[src/rtl/uart_imem_loader_pkg.sv]
// Shared definitions for the UART boot loader: loader/receiver state encodings
// and UART frame constants (also intended for a future UART transmitter).
package uart_imem_loader_pkg;

    typedef enum logic [2:0] {
        ST_IDLE,
        ST_LEN_LO,
        ST_LEN_HI,
        ST_DATA,
        ST_DONE,
        ST_ERR
    } loader_state_t;

    typedef enum logic [1:0] {
        RX_IDLE,
        RX_START,
        RX_DATA,
        RX_STOP
    } rx_state_t;

    localparam int DATA_BITS = 8;
    localparam int STOP_BITS = 1;

endpackage

[src/rtl/uart_rx_core.sv]
// 8N1 UART receiver: synchroniser, mid-bit sampling timer and frame FSM.
// Emits one-cycle byte_vld for good frames and one-cycle ferr for bad stop bits.
module uart_rx_core
    import uart_imem_loader_pkg::*;
#(
    parameter int CLKS_PER_BIT = 868
) (
    input  logic                 clk,
    input  logic                 rst,
    input  logic                 rx,
    output logic                 byte_vld,
    output logic [DATA_BITS-1:0] byte_data,
    output logic                 ferr
);

    localparam int CNT_W = $clog2(CLKS_PER_BIT);
    localparam int BI_W  = $clog2(DATA_BITS);
    localparam logic [CNT_W-1:0] HALF_LAST    = CNT_W'(CLKS_PER_BIT / 2 - 1);
    localparam logic [CNT_W-1:0] BIT_LAST     = CNT_W'(CLKS_PER_BIT - 1);
    localparam logic [BI_W-1:0]  BIT_IDX_LAST = BI_W'(DATA_BITS - 1);

    rx_state_t            state, state_nxt;
    logic                 rx_meta, rx_sync, rx_prev;
    logic                 fall, bit_tick;
    logic [CNT_W-1:0]     cnt;
    logic [BI_W-1:0]      bit_idx;
    logic [DATA_BITS-1:0] shreg;

    // The line idles high, so the synchroniser resets to 1 to avoid a false start.
    always_ff @(posedge clk or posedge rst) begin
        if (rst) begin
            rx_meta <= 1'b1;
            rx_sync <= 1'b1;
            rx_prev <= 1'b1;
        end else begin
            rx_meta <= rx;
            rx_sync <= rx_meta;
            rx_prev <= rx_sync;
        end
    end

    assign fall     = rx_prev & ~rx_sync;
    assign bit_tick = (cnt == BIT_LAST);

    always_ff @(posedge clk or posedge rst) begin
        if (rst) state <= RX_IDLE;
        else     state <= state_nxt;
    end

    always_comb begin
        state_nxt = state;
        case (state)
            RX_IDLE:  if (fall) state_nxt = RX_START;
            RX_START: if (cnt == HALF_LAST) state_nxt = rx_sync ? RX_IDLE : RX_DATA;
            RX_DATA:  if (bit_tick && bit_idx == BIT_IDX_LAST) state_nxt = RX_STOP;
            RX_STOP:  if (bit_tick) state_nxt = RX_IDLE;
            default:  state_nxt = RX_IDLE;
        endcase
    end

    // Timer restarts on every state change and after every data-bit sample.
    always_ff @(posedge clk or posedge rst) begin
        if (rst) begin
            cnt       <= '0;
            bit_idx   <= '0;
            shreg     <= '0;
            byte_data <= '0;
            byte_vld  <= 1'b0;
            ferr      <= 1'b0;
        end else begin
            byte_vld <= 1'b0;
            ferr     <= 1'b0;
            if (state == RX_IDLE || state_nxt != state || bit_tick) cnt <= '0;
            else                                                   cnt <= cnt + 1'b1;
            if (state == RX_START) bit_idx <= '0;
            if (state == RX_DATA && bit_tick) begin
                shreg   <= {rx_sync, shreg[DATA_BITS-1:1]};
                bit_idx <= bit_idx + 1'b1;
            end
            if (state == RX_STOP && bit_tick) begin
                if (rx_sync) begin
                    byte_vld  <= 1'b1;
                    byte_data <= shreg;
                end else begin
                    ferr <= 1'b1;
                end
            end
        end
    end

endmodule

[src/rtl/uart_imem_loader.sv]
// UART boot loader: parses a length-prefixed image from the serial line and
// writes it word by word into instruction memory while holding the CPU.
module uart_imem_loader
    import uart_imem_loader_pkg::*;
#(
    parameter int CLKS_PER_BIT = 868,
    parameter int ADDR_W       = 14,
    parameter int MAX_WORDS    = 16384,
    parameter int TIMEOUT_CYC  = 1000000
) (
    input  logic              clk,
    input  logic              rst,
    input  logic              start,
    input  logic              rx,
    output logic              imem_we,
    output logic [ADDR_W-1:0] imem_addr,
    output logic [31:0]       imem_wdata,
    output logic              hold,
    output logic              done,
    output logic              err
);

    localparam int TO_W = $clog2(TIMEOUT_CYC);
    localparam logic [TO_W-1:0] TO_LAST = TO_W'(TIMEOUT_CYC - 1);

    loader_state_t   state, state_nxt;
    logic            start_meta, start_sync, start_prev, start_edge;
    logic            byte_vld, ferr;
    logic [7:0]      byte_data;
    logic [15:0]     len, len_full, word_cnt;
    logic [1:0]      byte_idx;
    logic [31:0]     word_buf;
    logic [TO_W-1:0] to_cnt;
    logic            loading, timeout, last_word;

    uart_rx_core #(
        .CLKS_PER_BIT(CLKS_PER_BIT)
    ) u_rx (
        .clk      (clk),
        .rst      (rst),
        .rx       (rx),
        .byte_vld (byte_vld),
        .byte_data(byte_data),
        .ferr     (ferr)
    );

    always_ff @(posedge clk or posedge rst) begin
        if (rst) begin
            start_meta <= 1'b0;
            start_sync <= 1'b0;
            start_prev <= 1'b0;
        end else begin
            start_meta <= start;
            start_sync <= start_meta;
            start_prev <= start_sync;
        end
    end

    assign start_edge = start_sync & ~start_prev;
    assign loading    = (state == ST_LEN_LO) || (state == ST_LEN_HI) || (state == ST_DATA);
    assign timeout    = loading && !byte_vld && (to_cnt == TO_LAST);
    assign len_full   = {byte_data, len[7:0]};
    assign last_word  = (byte_idx == 2'd3) && (word_cnt == len - 16'd1);

    assign hold = loading || (state == ST_ERR);
    assign done = (state == ST_DONE);
    assign err  = (state == ST_ERR);

    always_ff @(posedge clk or posedge rst) begin
        if (rst) state <= ST_IDLE;
        else     state <= state_nxt;
    end

    // Start edges are only honoured outside a load; in those states any byte is dropped.
    always_comb begin
        state_nxt = state;
        case (state)
            ST_IDLE, ST_DONE, ST_ERR: begin
                if (start_edge) state_nxt = ST_LEN_LO;
            end
            ST_LEN_LO: begin
                if (ferr || timeout) state_nxt = ST_ERR;
                else if (byte_vld)   state_nxt = ST_LEN_HI;
            end
            ST_LEN_HI: begin
                if (ferr || timeout) state_nxt = ST_ERR;
                else if (byte_vld) begin
                    if (len_full == 16'd0)                      state_nxt = ST_DONE;
                    else if ({1'b0, len_full} > 17'(MAX_WORDS)) state_nxt = ST_ERR;
                    else                                        state_nxt = ST_DATA;
                end
            end
            ST_DATA: begin
                if (ferr || timeout)           state_nxt = ST_ERR;
                else if (byte_vld && last_word) state_nxt = ST_DONE;
            end
            default: state_nxt = ST_IDLE;
        endcase
    end

    // The word strobe is registered, so it lands in the same cycle the FSM enters DONE.
    always_ff @(posedge clk or posedge rst) begin
        if (rst) begin
            imem_we    <= 1'b0;
            imem_addr  <= '0;
            imem_wdata <= '0;
            len        <= '0;
            word_cnt   <= '0;
            byte_idx   <= '0;
            word_buf   <= '0;
            to_cnt     <= '0;
        end else begin
            imem_we <= 1'b0;
            if (!loading || byte_vld || (state_nxt == ST_LEN_LO && state != ST_LEN_LO))
                to_cnt <= '0;
            else
                to_cnt <= to_cnt + 1'b1;
            case (state)
                ST_LEN_LO: if (byte_vld) len[7:0] <= byte_data;
                ST_LEN_HI: begin
                    if (byte_vld) begin
                        len[15:8] <= byte_data;
                        word_cnt  <= '0;
                        byte_idx  <= '0;
                        word_buf  <= '0;
                    end
                end
                ST_DATA: begin
                    if (byte_vld) begin
                        word_buf <= {byte_data, word_buf[31:8]};
                        byte_idx <= byte_idx + 1'b1;
                        if (byte_idx == 2'd3) begin
                            imem_we    <= 1'b1;
                            imem_addr  <= word_cnt[ADDR_W-1:0];
                            imem_wdata <= {byte_data, word_buf[31:8]};
                            word_cnt   <= word_cnt + 16'd1;
                        end
                    end
                end
                default: ;
            endcase
        end
    end

endmodule

[config.mk]
export PLATFORM = sky130hd
export DESIGN_NAME = uart_imem_loader
export DESIGN_NICKNAME = d
export VERILOG_FILES = /design/src/rtl/uart_imem_loader_pkg.sv /design/src/rtl/uart_rx_core.sv /design/src/rtl/uart_imem_loader.sv
export SDC_FILE = /design/constraint.sdc
export NUM_CORES = 1
export LEC_CHECK = 0
export CORE_UTILIZATION = 62
export CTS_CLUSTER_DIAMETER = 50
export CTS_CLUSTER_SIZE = 12
export DETAILED_ROUTE_END_ITERATION = 8
export GPL_ROUTABILITY_DRIVEN = 0
export PLACE_DENSITY_LB_ADDON = 0.3
export SKIP_LAST_GASP = 1
export SLEW_MARGIN = 20
export SYNTH_ARGS = -nofsm -noshare
export SYNTH_HDL_FRONTEND = slang
export SYNTH_SLANG_ARGS = --single-unit
export TNS_END_PERCENT = 20
[constraint.sdc]
create_clock -name clk -period 18.45 [get_ports clk]
set_input_delay 5.535 -clock clk [delete_from_list [all_inputs] [get_ports clk]]
set_output_delay 5.535 -clock clk [all_outputs]
set_load 0.05 [all_outputs]
==> results.md <==
* Run status: finished clean
* Most frequent cell after synthesis: nand2_1
* Min-delay worst type: flop to flop
* Routed Antenna Nets at 0
* Post-CTS Resized at 0
* Placed cells at 947
* Setup TNS Final at 0 ns
* Primary FF master, synth: dfrtp_1
* Clk Latency, worst-skew pair at 0.43 ns
* Drt drc at 0
* Power per Cell Area at 89.5 nW/µm²
* CP Buf/Inv Count at 2
* Seq/Total Area, Yosys at 0.552
* Worst-Margin Slew at 1.06 ns
* Post-synth top cells: nand2_1, dfrtp_1, nor2_1
* Final Setup Violations at 0
* Hold_ws at 0.351 ns
* TritonCTS buffer count at 17
* Maximum number of pins on one net before global-route repair at 93
* Overflow after GRT at 0
* CTS Hold Bufs at 0
* Number of global-route vias before repair at 5605
* N_diodes at 0
* Worst setup EP type: output port
* WL per Instance at 16.4 µm
* Die span in x at 113 µm
* Max H-tree Level at 4
* Syn Inst Count at 778
* DRT met1 WL at 6780 µm
* Fmax achieved at 0.119 GHz
* Core ar. at 12000 µm²
* Fin crit share at 0.454
* Syn Std Cell Area at 7580 µm²
* Async S/R FF share, synth at 1.00
* Worst Path Max Fanout at 36
* Die Span Y at 113 µm
* Maximum vdd drop at 0.0812 mV
* FP Rows at 40
* Number of synthesized flops with an enable pin at 0
* DRT Pass-1 Iters at 7
* Post-DP HPWL at 10700 µm
* DR top layer: met4
* Met2 WL at 8070 µm
* WL met3 at 698 µm
* Clock Path Buffers at 2
* Fin. Hold Viols at 0
* Starting Density at 0.634
* Slowest stage cell on the critical path: dfrtp_1
* Nets@finish at 831
* Clock transition at the registers of the reported paths at 0.06 ns
* Area delta synth->final at 15.6%
* Final wirelength at 16000 µm
* Static Leak at 4.22 nW
* Buffer type at the clock tree root: clkbuf_16
* Fin. max-slew vios at 0
* Total power at 0.785 mW
* TritonCTS clock tree: built
* Ratio of cells with drive above 1 in the final layout at 0.0950
* Crit path cell chain: inv_1 -> o21ai_0 -> clkdlybuf4s50_1
* Initial DRC Count at 476
* Synth area leaders: dfrtp_1, nand2_1, mux2_2
* Syn avg cell area at 9.74 µm²
* Relative slew slack at 0.292
* Drt via density at 5.85
* IO Port Bufs at 53
* Yosys top cell area share at 0.541
* Clk_skew at 0.0106 ns
* Initial antenna violation count at 0
* GRT Util Overall at 0.271
* Worst path required time at 12.91 ns
* Vias at 5725
* Slowest stage delay, CP at 1.04 ns
* Max-cap violations at 0
* # clock sinks at 167
* Tmin final at 8.38 ns
* Data arrival, critical path at 2.84 ns
* Critical Path Source Type: flop
* Post-synth net total at 790
* Yosys warns at 0
* First-pass GRT wire length at 26800 µm
* Post-synth cell types at 57
* Family with the most delay on the worst path: buffers and inverters
* Register bit count reported by yosys at 167
* I/O pin count at 54
* Type of the worst setup path: flop to output port
* Final std cells w/o fill at 979
* RSZ-0062 raised after global routing: false
* Die area at 12700 µm²
* Yosys top cell by area: dfrtp_1
* # Post-CTS Setup Buffers at 0
[layout by cell type (no fill, tap or decap), types with 7 or more instances in the layout]
cell type        instances
o21ai_0                 38
mux2_2                  31
ha_1                     8
nor3_1                   7
clkbuf_16               17
dfrtp_1                164
nand3_1                 27
nor3b_1                  8
xor2_1                  35
nand2_1                214
nand4_1                 17
xnor2_1                 20
inv_1                    8
and3_1                  14
a21oi_1                 10
clkdlybuf4s50_1         53
nor2_1                  66
[registers in the layout, indices dropped and copies added (netlist names)]
| register | cells |
|---|---|
| imem_wdata | 32 |
| word_buf | 24 |
| to_cnt | 20 |
| len | 16 |
| word_cnt | 16 |
| imem_addr | 14 |
| u_rx.cnt | 10 |
| u_rx.byte_data | 8 |
| u_rx.shreg | 8 |
| state | 3 |
| u_rx.bit_idx | 3 |
| byte_idx | 2 |
| u_rx.state | 2 |
| imem_we | 1 |
| start_meta | 1 |
| start_prev | 1 |
| start_sync | 1 |
| u_rx.byte_vld | 1 |
| u_rx.ferr | 1 |
| u_rx.rx_meta | 1 |
| u_rx.rx_prev | 1 |
| u_rx.rx_sync | 1 |
[cells by family after synthesis]
family,after synthesis,synth area share
multiplexers,31,0.0461
AND/OR/NAND/NOR,394,0.238
XOR/XNOR,55,0.0636
buffers and inverters,47,0.0251
adder cells (fa/ha/maj),8,0.0132
flip-flops,167,0.552
AO/OA/AOI/OAI,76,0.0626
[report_power, final]
group / internal (mW) / switching [mW] / total (mW) / leakage [nW]
registers: 0.382 / 0.0181 / 0.400 / 2.28
clock network: 0.203 / 0.138 / 0.341 / 0.275
logic: 0.0182 / 0.0252 / 0.0434 / 1.66
total: 0.603 / 0.181 / 0.785 / 4.22
[per-stage QoR]
stage               worst slack (ns)  utilization  area (µm²)
finish                         10.07        0.733        8760
global route                    9.84        0.733        8760
CTS                            10.06        0.733        8760
detailed placement             10.49        0.685        8190
global placement               10.52        0.685        8190
floorplan                       8.40            -        7580
[per-layer routing]
layer	GRT usage	vias to the layer above
li1	-	2699
met2	0.456	165
met4	0.117	0
met3	0.0702	43
met1	0.331	2818
met5	0	-
[worst paths after layout]
kind | startpoint | to | slack, ns | cells after the start
worst max-delay path | state[0]$_DFF_PP0_ | hold | 10.07 | 3
worst min-delay path | start_meta$_DFF_PP0_ | start_sync$_DFF_PP0_ | 0.35 | 0
worst max register to register | state[0]$_DFF_PP0_ | state[0]$_DFF_PP0_ | 15.13 | 6
worst min register to register | start_meta$_DFF_PP0_ | start_sync$_DFF_PP0_ | 0.35 | 0
max in group asynchronous | rst | word_buf[26]$_DFFE_PP0P_ | 11.37 | 3
min in group asynchronous | rst | to_cnt[18]$_DFF_PP0_ | 5.63 | 2
[worst register-to-register path, delay by kind of cell (launching register included)]
kind / cells / cell delay (ns)
DFF: 1 / 1.04
and+or+nand+nor: 5 / 2.05
AOI/OAI and AO/OA: 1 / 0.16
[layout make-up]
| class | count | area, µm² |
|---|---|---|
| fill | 836 | 3200 |
| multi-input combinational | 564 | 3210 |
| clock buffer | 25 | 505 |
| clock inverter | 7 | 67.6 |
| tap | 147 | 184 |
| sequential | 167 | 4180 |
| timing repair buffer | 59 | 576 |
| inverter | 10 | 42.5 |
No activity file was read; power rests on OpenSTA's default activity.
